===== src/rtl/ring_pkg.sv =====
// Shared types and default parameters for the ring-counter decoder.
package ring_pkg;

  typedef enum logic [1:0] {
    SEARCH = 2'd0,
    TRACK  = 2'd1,
    LOCKED = 2'd2
  } ring_state_e;

  localparam int DEF_WIDTH    = 4;
  localparam int DEF_LOCK_CNT = 3;
  localparam int DEF_ERR_W    = 8;

  // Bits needed to hold every value from 0 up to and including maxVal.
  function automatic int cntWidth(input int maxVal);
    return (maxVal < 1) ? 1 : $clog2(maxVal + 1);
  endfunction

endpackage


===== src/rtl/ring_onehot_enc.sv =====
// Combinational one-hot detector and binary position encoder.
module ring_onehot_enc
  import ring_pkg::*;
#(
  parameter int WIDTH = DEF_WIDTH,
  parameter int IDX_W = $clog2(DEF_WIDTH)
) (
  input  logic [WIDTH-1:0] vec_i,
  output logic             is_onehot_o,
  output logic [IDX_W-1:0] idx_o
);

  localparam int CNT_W = cntWidth(WIDTH);

  logic [CNT_W-1:0] onesCnt;

  // OR-ing positions is only meaningful when exactly one bit is set.
  always_comb begin
    onesCnt = '0;
    idx_o   = '0;
    for (int i = 0; i < WIDTH; i++) begin
      if (vec_i[i]) begin
        onesCnt = onesCnt + CNT_W'(1);
        idx_o   = idx_o | IDX_W'(i);
      end
    end
  end

  assign is_onehot_o = (onesCnt == CNT_W'(1));

endmodule


===== src/rtl/ring_decode.sv =====
// Ring-counter decoder: reports the set-bit position, tracks the rotate-left
// sequence, declares lock after LOCK_CNT good steps and counts lock losses.
module ring_decode
  import ring_pkg::*;
#(
  parameter int WIDTH    = DEF_WIDTH,
  parameter int LOCK_CNT = DEF_LOCK_CNT,
  parameter int ERR_W    = DEF_ERR_W
) (
  input  logic                     clk,
  input  logic                     rstn,
  input  logic                     en,
  input  logic [WIDTH-1:0]         ring_in,
  input  logic                     clr_err,
  output logic [$clog2(WIDTH)-1:0] idx,
  output logic                     idx_valid,
  output logic                     locked,
  output logic                     seq_err,
  output logic [ERR_W-1:0]         err_cnt
);

  localparam int IDX_W  = $clog2(WIDTH);
  localparam int GOOD_W = cntWidth(LOCK_CNT);
  localparam logic [ERR_W-1:0]  ERR_MAX  = '1;
  localparam logic [GOOD_W-1:0] GOOD_TGT = GOOD_W'(LOCK_CNT);

  ring_state_e       state_q;
  logic [WIDTH-1:0]  prev_q;
  logic [GOOD_W-1:0] goodCnt_q;
  logic [IDX_W-1:0]  idx_q;
  logic              idxValid_q;
  logic              locked_q;
  logic              seqErr_q;
  logic [ERR_W-1:0]  errCnt_q;

  logic              sampleOneHot;
  logic [IDX_W-1:0]  sampleIdx;
  logic [WIDTH-1:0]  rotPrev;
  logic              rotMatch;
  logic [GOOD_W-1:0] goodCnt_d;
  logic              lockLoss;

  ring_onehot_enc #(
    .WIDTH (WIDTH),
    .IDX_W (IDX_W)
  ) u_enc (
    .vec_i       (ring_in),
    .is_onehot_o (sampleOneHot),
    .idx_o       (sampleIdx)
  );

  assign rotPrev   = {prev_q[WIDTH-2:0], prev_q[WIDTH-1]};
  assign rotMatch  = (ring_in == rotPrev);
  assign goodCnt_d = goodCnt_q + GOOD_W'(1);
  assign lockLoss  = en && (state_q == LOCKED) && !rotMatch;

  always_ff @(posedge clk or negedge rstn) begin
    if (!rstn) begin
      state_q    <= SEARCH;
      prev_q     <= '0;
      goodCnt_q  <= '0;
      idx_q      <= '0;
      idxValid_q <= 1'b0;
      locked_q   <= 1'b0;
      seqErr_q   <= 1'b0;
      errCnt_q   <= '0;
    end else begin
      seqErr_q <= 1'b0;
      if (en) begin
        idxValid_q <= sampleOneHot;
        if (sampleOneHot) begin
          idx_q <= sampleIdx;
        end
        case (state_q)
          SEARCH: begin
            if (sampleOneHot) begin
              prev_q    <= ring_in;
              goodCnt_q <= '0;
              state_q   <= TRACK;
            end
          end
          TRACK: begin
            if (rotMatch) begin
              prev_q    <= ring_in;
              goodCnt_q <= goodCnt_d;
              if (goodCnt_d == GOOD_TGT) begin
                state_q  <= LOCKED;
                locked_q <= 1'b1;
              end
            end else if (sampleOneHot) begin
              prev_q    <= ring_in;
              goodCnt_q <= '0;
            end else begin
              goodCnt_q <= '0;
              state_q   <= SEARCH;
            end
          end
          LOCKED: begin
            if (rotMatch) begin
              prev_q <= ring_in;
            end else begin
              seqErr_q  <= 1'b1;
              locked_q  <= 1'b0;
              goodCnt_q <= '0;
              if (sampleOneHot) begin
                prev_q  <= ring_in;
                state_q <= TRACK;
              end else begin
                state_q <= SEARCH;
              end
            end
          end
          default: begin
            locked_q <= 1'b0;
            state_q  <= SEARCH;
          end
        endcase
      end
      // A clear wins over a coincident lock loss; the pulse itself still fires.
      if (clr_err) begin
        errCnt_q <= '0;
      end else if (lockLoss && (errCnt_q != ERR_MAX)) begin
        errCnt_q <= errCnt_q + ERR_W'(1);
      end
    end
  end

  assign idx       = idx_q;
  assign idx_valid = idxValid_q;
  assign locked    = locked_q;
  assign seq_err   = seqErr_q;
  assign err_cnt   = errCnt_q;

endmodule


===== config.mk =====
export PLATFORM = sky130hd
export DESIGN_NAME = ring_decode
export DESIGN_NICKNAME = d
export VERILOG_FILES = /design/src/rtl/ring_pkg.sv /design/src/rtl/ring_onehot_enc.sv /design/src/rtl/ring_decode.sv
export SDC_FILE = /design/constraint.sdc
export NUM_CORES = 1
export LEC_CHECK = 0
export ABC_AREA = 1
export CAP_MARGIN = 20
export CORE_ASPECT_RATIO = 0.9
export CORE_UTILIZATION = 45
export CTS_CLUSTER_SIZE = 25
export DETAILED_ROUTE_END_ITERATION = 10
export GPL_ROUTABILITY_DRIVEN = 1
export PLACE_DENSITY = 0.68
export SLEW_MARGIN = 20
export SYNTH_ARGS = -nofsm -noshare
export SYNTH_HDL_FRONTEND = slang
export SYNTH_SLANG_ARGS = --single-unit

===== constraint.sdc =====
create_clock -name clk -period 1.75 [get_ports clk]
set_input_delay 0.4375 -clock clk [delete_from_list [all_inputs] [get_ports clk]]
set_output_delay 0.4375 -clock clk [all_outputs]
set_load 0.03 [all_outputs]

==> flow_results.xml, run 1 <==
<?xml version="1.0" encoding="UTF-8"?>
<metrics>
  <group name="run_status">
    <metric name="outcome" unit="">complete, but fails checks</metric>
    <metric name="violations" unit="">setup timing</metric>
  </group>
  <group name="logic_synthesis">
    <metric name="synth-seq-cells" unit="">21</metric>
    <metric name="netlist.top_cell.by_area" unit="">sky130_fd_sc_hd__dfrtp_1</metric>
    <metric name="async_set_or_reset_register_ratio_after_synthesis" unit="%">100</metric>
    <metric name="synth_area" unit="mm²">0.00141</metric>
    <metric name="synth_warnings" unit="">0</metric>
    <metric name="synth_largest_type_area_fraction" unit="%">37.3</metric>
    <metric name="netlist-cell-type-count" unit="">24</metric>
    <metric name="syn_inst" unit="">183</metric>
    <metric name="synth.yosys.seq_area_share" unit="%">37.3</metric>
    <metric name="postSynthNetCount" unit="">201</metric>
    <metric name="number_of_enable_flip_flop_cells_after_synthesis" unit="">0</metric>
    <metric name="yosys-top-cells-area" unit="">sky130_fd_sc_hd__dfrtp_1 (37%), sky130_fd_sc_hd__nand2_1 (16%), sky130_fd_sc_hd__ha_1 (8.9%)</metric>
    <metric name="ys.flop_type" unit="">sky130_fd_sc_hd__dfrtp_1</metric>
    <metric name="post_synth.cell_area_avg" unit="µm²">7.70</metric>
    <metric name="yosys-top-cells-count" unit="">sky130_fd_sc_hd__nand2_1 (59), sky130_fd_sc_hd__dfrtp_1 (21), sky130_fd_sc_hd__inv_1 (19)</metric>
    <metric name="top_count_cell_post_synth" unit="">sky130_fd_sc_hd__nand2_1</metric>
  </group>
  <group name="route">
    <metric name="drt-initial-drc-count" unit="">22</metric>
    <metric name="detail_route.wirelength" unit="µm">3160</metric>
    <metric name="detail_route.drc_violations" unit="">0</metric>
    <metric name="routedWlPerCell" unit="µm">11.7</metric>
    <metric name="drt_first_pass_iters" unit="">6</metric>
    <metric name="via_per_inst" unit="">4.86</metric>
    <metric name="drt.antenna.violating_nets" unit="">0</metric>
    <metric name="via_count" unit="">1313</metric>
  </group>
  <group name="worst_setup_path">
    <metric name="ff2ff_setup_slack" unit="ns">0.10</metric>
    <metric name="timing.rr.end" unit="">state_q[0]$_DFFE_PN0P_</metric>
    <metric name="critical_path.endpoint_type" unit="">flip-flop</metric>
    <metric name="startpoint" unit="">ring_in[0]</metric>
    <metric name="slowest_stage" unit="">sky130_fd_sc_hd__ha_4</metric>
    <metric name="timing.critical_path.to" unit="">state_q[0]$_DFFE_PN0P_</metric>
    <metric name="timing.critical_path.fanout_max" unit="">4</metric>
    <metric name="worst-endpoint-arrival" unit="ns">2.00</metric>
    <metric name="crit-reg2reg-launch" unit="">state_q[1]$_DFFE_PN0P_</metric>
    <metric name="required" unit="ns">1.95</metric>
    <metric name="worst_r2r_path_depth" unit="">10</metric>
    <metric name="critPathKind" unit="">input port to flip-flop</metric>
    <metric name="critical_path.cell_chain" unit="">buf_12, ha_1, o21ai_2, inv_1, ha_4, nor2_2, o21ai_1, nand2_2, nand2_4, nor2_4, nor2_2, nand2_2, nand2_1, nand2_1</metric>
    <metric name="setup.worst_path.start_class" unit="">input port</metric>
    <metric name="timing.critical_path.slowest_cell_delay" unit="ns">0.26</metric>
  </group>
  <group name="global_route">
    <metric name="met3_usage" unit="%">4.88</metric>
    <metric name="gr-max-usage-layer" unit="">met2</metric>
    <metric name="global_route_wire_length_before_repair" unit="µm">5090</metric>
    <metric name="antenna_found_initial" unit="">0</metric>
    <metric name="grt_util_all_layers" unit="%">20.9</metric>
    <metric name="groute.layer.met2.usage" unit="%">39.0</metric>
    <metric name="first_global_vias" unit="">1221</metric>
    <metric name="grt_start_max_net_pins" unit="">22</metric>
    <metric name="global_route.usage.met1" unit="%">24.3</metric>
    <metric name="grt_remaining_overflow" unit="">0</metric>
  </group>
  <group name="sta">
    <metric name="fin_crit" unit="ns">1.79</metric>
    <metric name="number_of_failing_setup_endpoints_in_the_final_timing_report" unit="">8</metric>
    <metric name="worst_slack_on_hold_paths" unit="ns">0.462</metric>
    <metric name="maxSlewHeadroom" unit="%">74.5</metric>
    <metric name="f_max" unit="MHz">558</metric>
    <metric name="max_slew.worst_pin.slew" unit="ns">0.381</metric>
    <metric name="finClkSkew" unit="ns">0.0102</metric>
    <metric name="slew_viol_final" unit="">0</metric>
    <metric name="layout_worst_path_cycle_share" unit="%">102</metric>
    <metric name="setup_ws_final" unit="ns">-0.0418</metric>
    <metric name="timing.final.hold_violations" unit="">0</metric>
    <metric name="grt_setup_unrepaired" unit="">yes</metric>
  </group>
  <group name="power_and_ir_drop">
    <metric name="pwr_density_cell" unit="mW/mm²">924</metric>
    <metric name="worst_case_vdd_ir_drop" unit="V">0.000651</metric>
    <metric name="p_leak" unit="nW">1.10</metric>
  </group>
  <group name="floorplanning">
    <metric name="overall_die_area" unit="mm²">0.00336</metric>
    <metric name="die_w" unit="µm">61.0</metric>
    <metric name="start_util" unit="%">49.3</metric>
    <metric name="die_y" unit="µm">55.1</metric>
    <metric name="rows" unit="">18</metric>
    <metric name="core_area" unit="mm²">0.00286</metric>
    <metric name="ports" unit="">21</metric>
  </group>
  <group name="hold_path">
    <metric name="worstHoldPathType" unit="">input port to async pin</metric>
  </group>
  <group name="clocking">
    <metric name="clock_sink_count" unit="">21</metric>
    <metric name="cts_inserted_buffers" unit="">3</metric>
    <metric name="clockRootBuffer" unit="">sky130_fd_sc_hd__clkbuf_4</metric>
    <metric name="holdBufCountCts" unit="">0</metric>
    <metric name="tritoncts" unit="">done</metric>
    <metric name="clk_pin_slew" unit="ns">0.11</metric>
    <metric name="clock_network_latency_to_the_later_pin_of_the_worst_skew_pair" unit="ns">0.30</metric>
    <metric name="clock_tree.buffer_depth" unit="">2</metric>
    <metric name="cts_htree_levels" unit="">1</metric>
  </group>
  <group name="finish">
    <metric name="layout-drive-gt1-share" unit="%">32.6</metric>
    <metric name="area_growth_syn_to_layout" unit="%">45.3</metric>
    <metric name="final_nets" unit="">249</metric>
    <metric name="layout.filler_cells" unit="">241</metric>
    <metric name="antennaDiodeCount" unit="">0</metric>
    <metric name="utilization" unit="%">71.6</metric>
  </group>
  <group name="placed_design">
    <metric name="gp_congestion" unit="">0.775</metric>
    <metric name="buffer_ports.inserted" unit="">20</metric>
    <metric name="dp_hpwl" unit="µm">2370</metric>
  </group>
  <group name="job">
    <metric name="maxCapViolations" unit="">0</metric>
  </group>
</metrics>
-- critical path, delay by kind of cell --
family | cells | cell delay, ns
buffers and inverters | 2 | 0.21
AO/OA/AOI/OAI | 2 | 0.24
AND/OR/NAND/NOR | 8 | 0.62
adder cells (fa/ha/maj) | 2 | 0.48
-- layer usage --
layer / vias to the layer above / share of wire [%] / wire length [µm]
met4: 0 / 1.2 / 39
li1: 673 / - / -
met5: - / 0 / 0
met3: 6 / 2.7 / 86
met2: 18 / 53 / 1680
met1: 616 / 43 / 1350
-- where the power goes --
group / internal [mW] / switching, mW
sequential: 0.598 / 0.106
clock: 0.0887 / 0.135
combinational: 0.380 / 0.585
-- registers in the layout (all words and copies together), names as in the netlist --
register and count:
goodCnt_q 2, locked 1, seq_err 1, prev_q 4, err_cnt 8, state_q 2
idx 2, idx_valid 1
-- how the worst min path moves through the flow --
stage / slack (ns) / depth (start not counted) / to / from
3_3_place_gp: 0.46 / 2 / idx[0]$_DFFE_PN0P_ / idx[0]$_DFFE_PN0P_
4_1_cts: 0.47 / 2 / idx[1]$_DFFE_PN0P_ / rstn
5_1_grt: 0.50 / 2 / idx[1]$_DFFE_PN0P_ / rstn
3_5_place_dp: 0.47 / 2 / idx[1]$_DFFE_PN0P_ / idx[1]$_DFFE_PN0P_
6_report: 0.46 / 2 / idx[0]$_DFFE_PN0P_ / rstn
2_1_floorplan: 0.14 / 0 / err_cnt[0]$_DFFE_PN0P_ / rstn
-- cell families after synthesis --
| logic type | synth area share (%) |
|---|---|
| xor+xnor | 4.26 |
| buf+inv | 7.11 |
| flops | 37.3 |
| simple gates | 35.9 |
| compound gates | 6.57 |
| fa+ha+maj | 8.88 |
-- cell type report --
class                      instances  area, µm²  share of cell area, %
multi-input combinational        138        935                   45.7
sequential                        21        526                   25.7
timing repair buffer              44        393                   19.2
inverter                          23        118                   5.75
tap                               40       50.0                   2.44
clock buffer                       4       26.3                   1.28
-- repair_timing --
action                                  CTS  global route
cloned                                    0             0
hold endpoints to repair                  0             0
pin swaps                                16            13
resized for setup                        36            26
setup buffers                             4             6
endpoints found under the setup margin   32            20
-- through the flow --
stage | cell area, µm² | setup slack, ns | power, mW | setup TNS, ns | cells
after floorplan | 1480 | -0.0939 | 1.27 | -0.674 | 183
after global placement | 1840 | -0.840 | 1.51 | -12.18 | 258
after detailed placement | 1840 | -0.900 | 1.55 | -13.00 | 258
after CTS | 1940 | -0.0863 | 1.79 | -0.685 | 266
after global routing | 2050 | -0.101 | 2.04 | -0.663 | 270
final | 2050 | -0.0418 | 1.89 | -0.142 | 270
-- cell usage in the layout, fill, tap and decap left out, types with 2 or more instances in the layout --
cell type,count
sky130_fd_sc_hd__o21ai_0,2
sky130_fd_sc_hd__nor2_1,13
sky130_fd_sc_hd__dlymetal6s2s_1,2
sky130_fd_sc_hd__nand2_4,9
sky130_fd_sc_hd__buf_12,2
sky130_fd_sc_hd__o21ai_2,6
sky130_fd_sc_hd__inv_2,3
sky130_fd_sc_hd__nand2_2,9
sky130_fd_sc_hd__nand3_1,9
sky130_fd_sc_hd__nor2_2,3
sky130_fd_sc_hd__nand2_1,50
sky130_fd_sc_hd__clkbuf_4,3
sky130_fd_sc_hd__o21ai_1,5
sky130_fd_sc_hd__dfrtp_1,21
sky130_fd_sc_hd__o211ai_1,2
sky130_fd_sc_hd__nor2_4,5
sky130_fd_sc_hd__buf_6,2
sky130_fd_sc_hd__clkdlybuf4s50_1,3
sky130_fd_sc_hd__ha_1,8
sky130_fd_sc_hd__nand4_1,2
sky130_fd_sc_hd__inv_1,17
sky130_fd_sc_hd__ha_4,2
sky130_fd_sc_hd__buf_4,22
sky130_fd_sc_hd__xor2_1,5
sky130_fd_sc_hd__dlygate4sd2_1,12
(Power assumes the default switching activity.)
==> inputs of run 2 (changes only) <==
- GPL_ROUTABILITY_DRIVEN: 1 -> unset
==> results of run 2 <==
No change in the layout: final DEF, timing and power equal those of run 1.
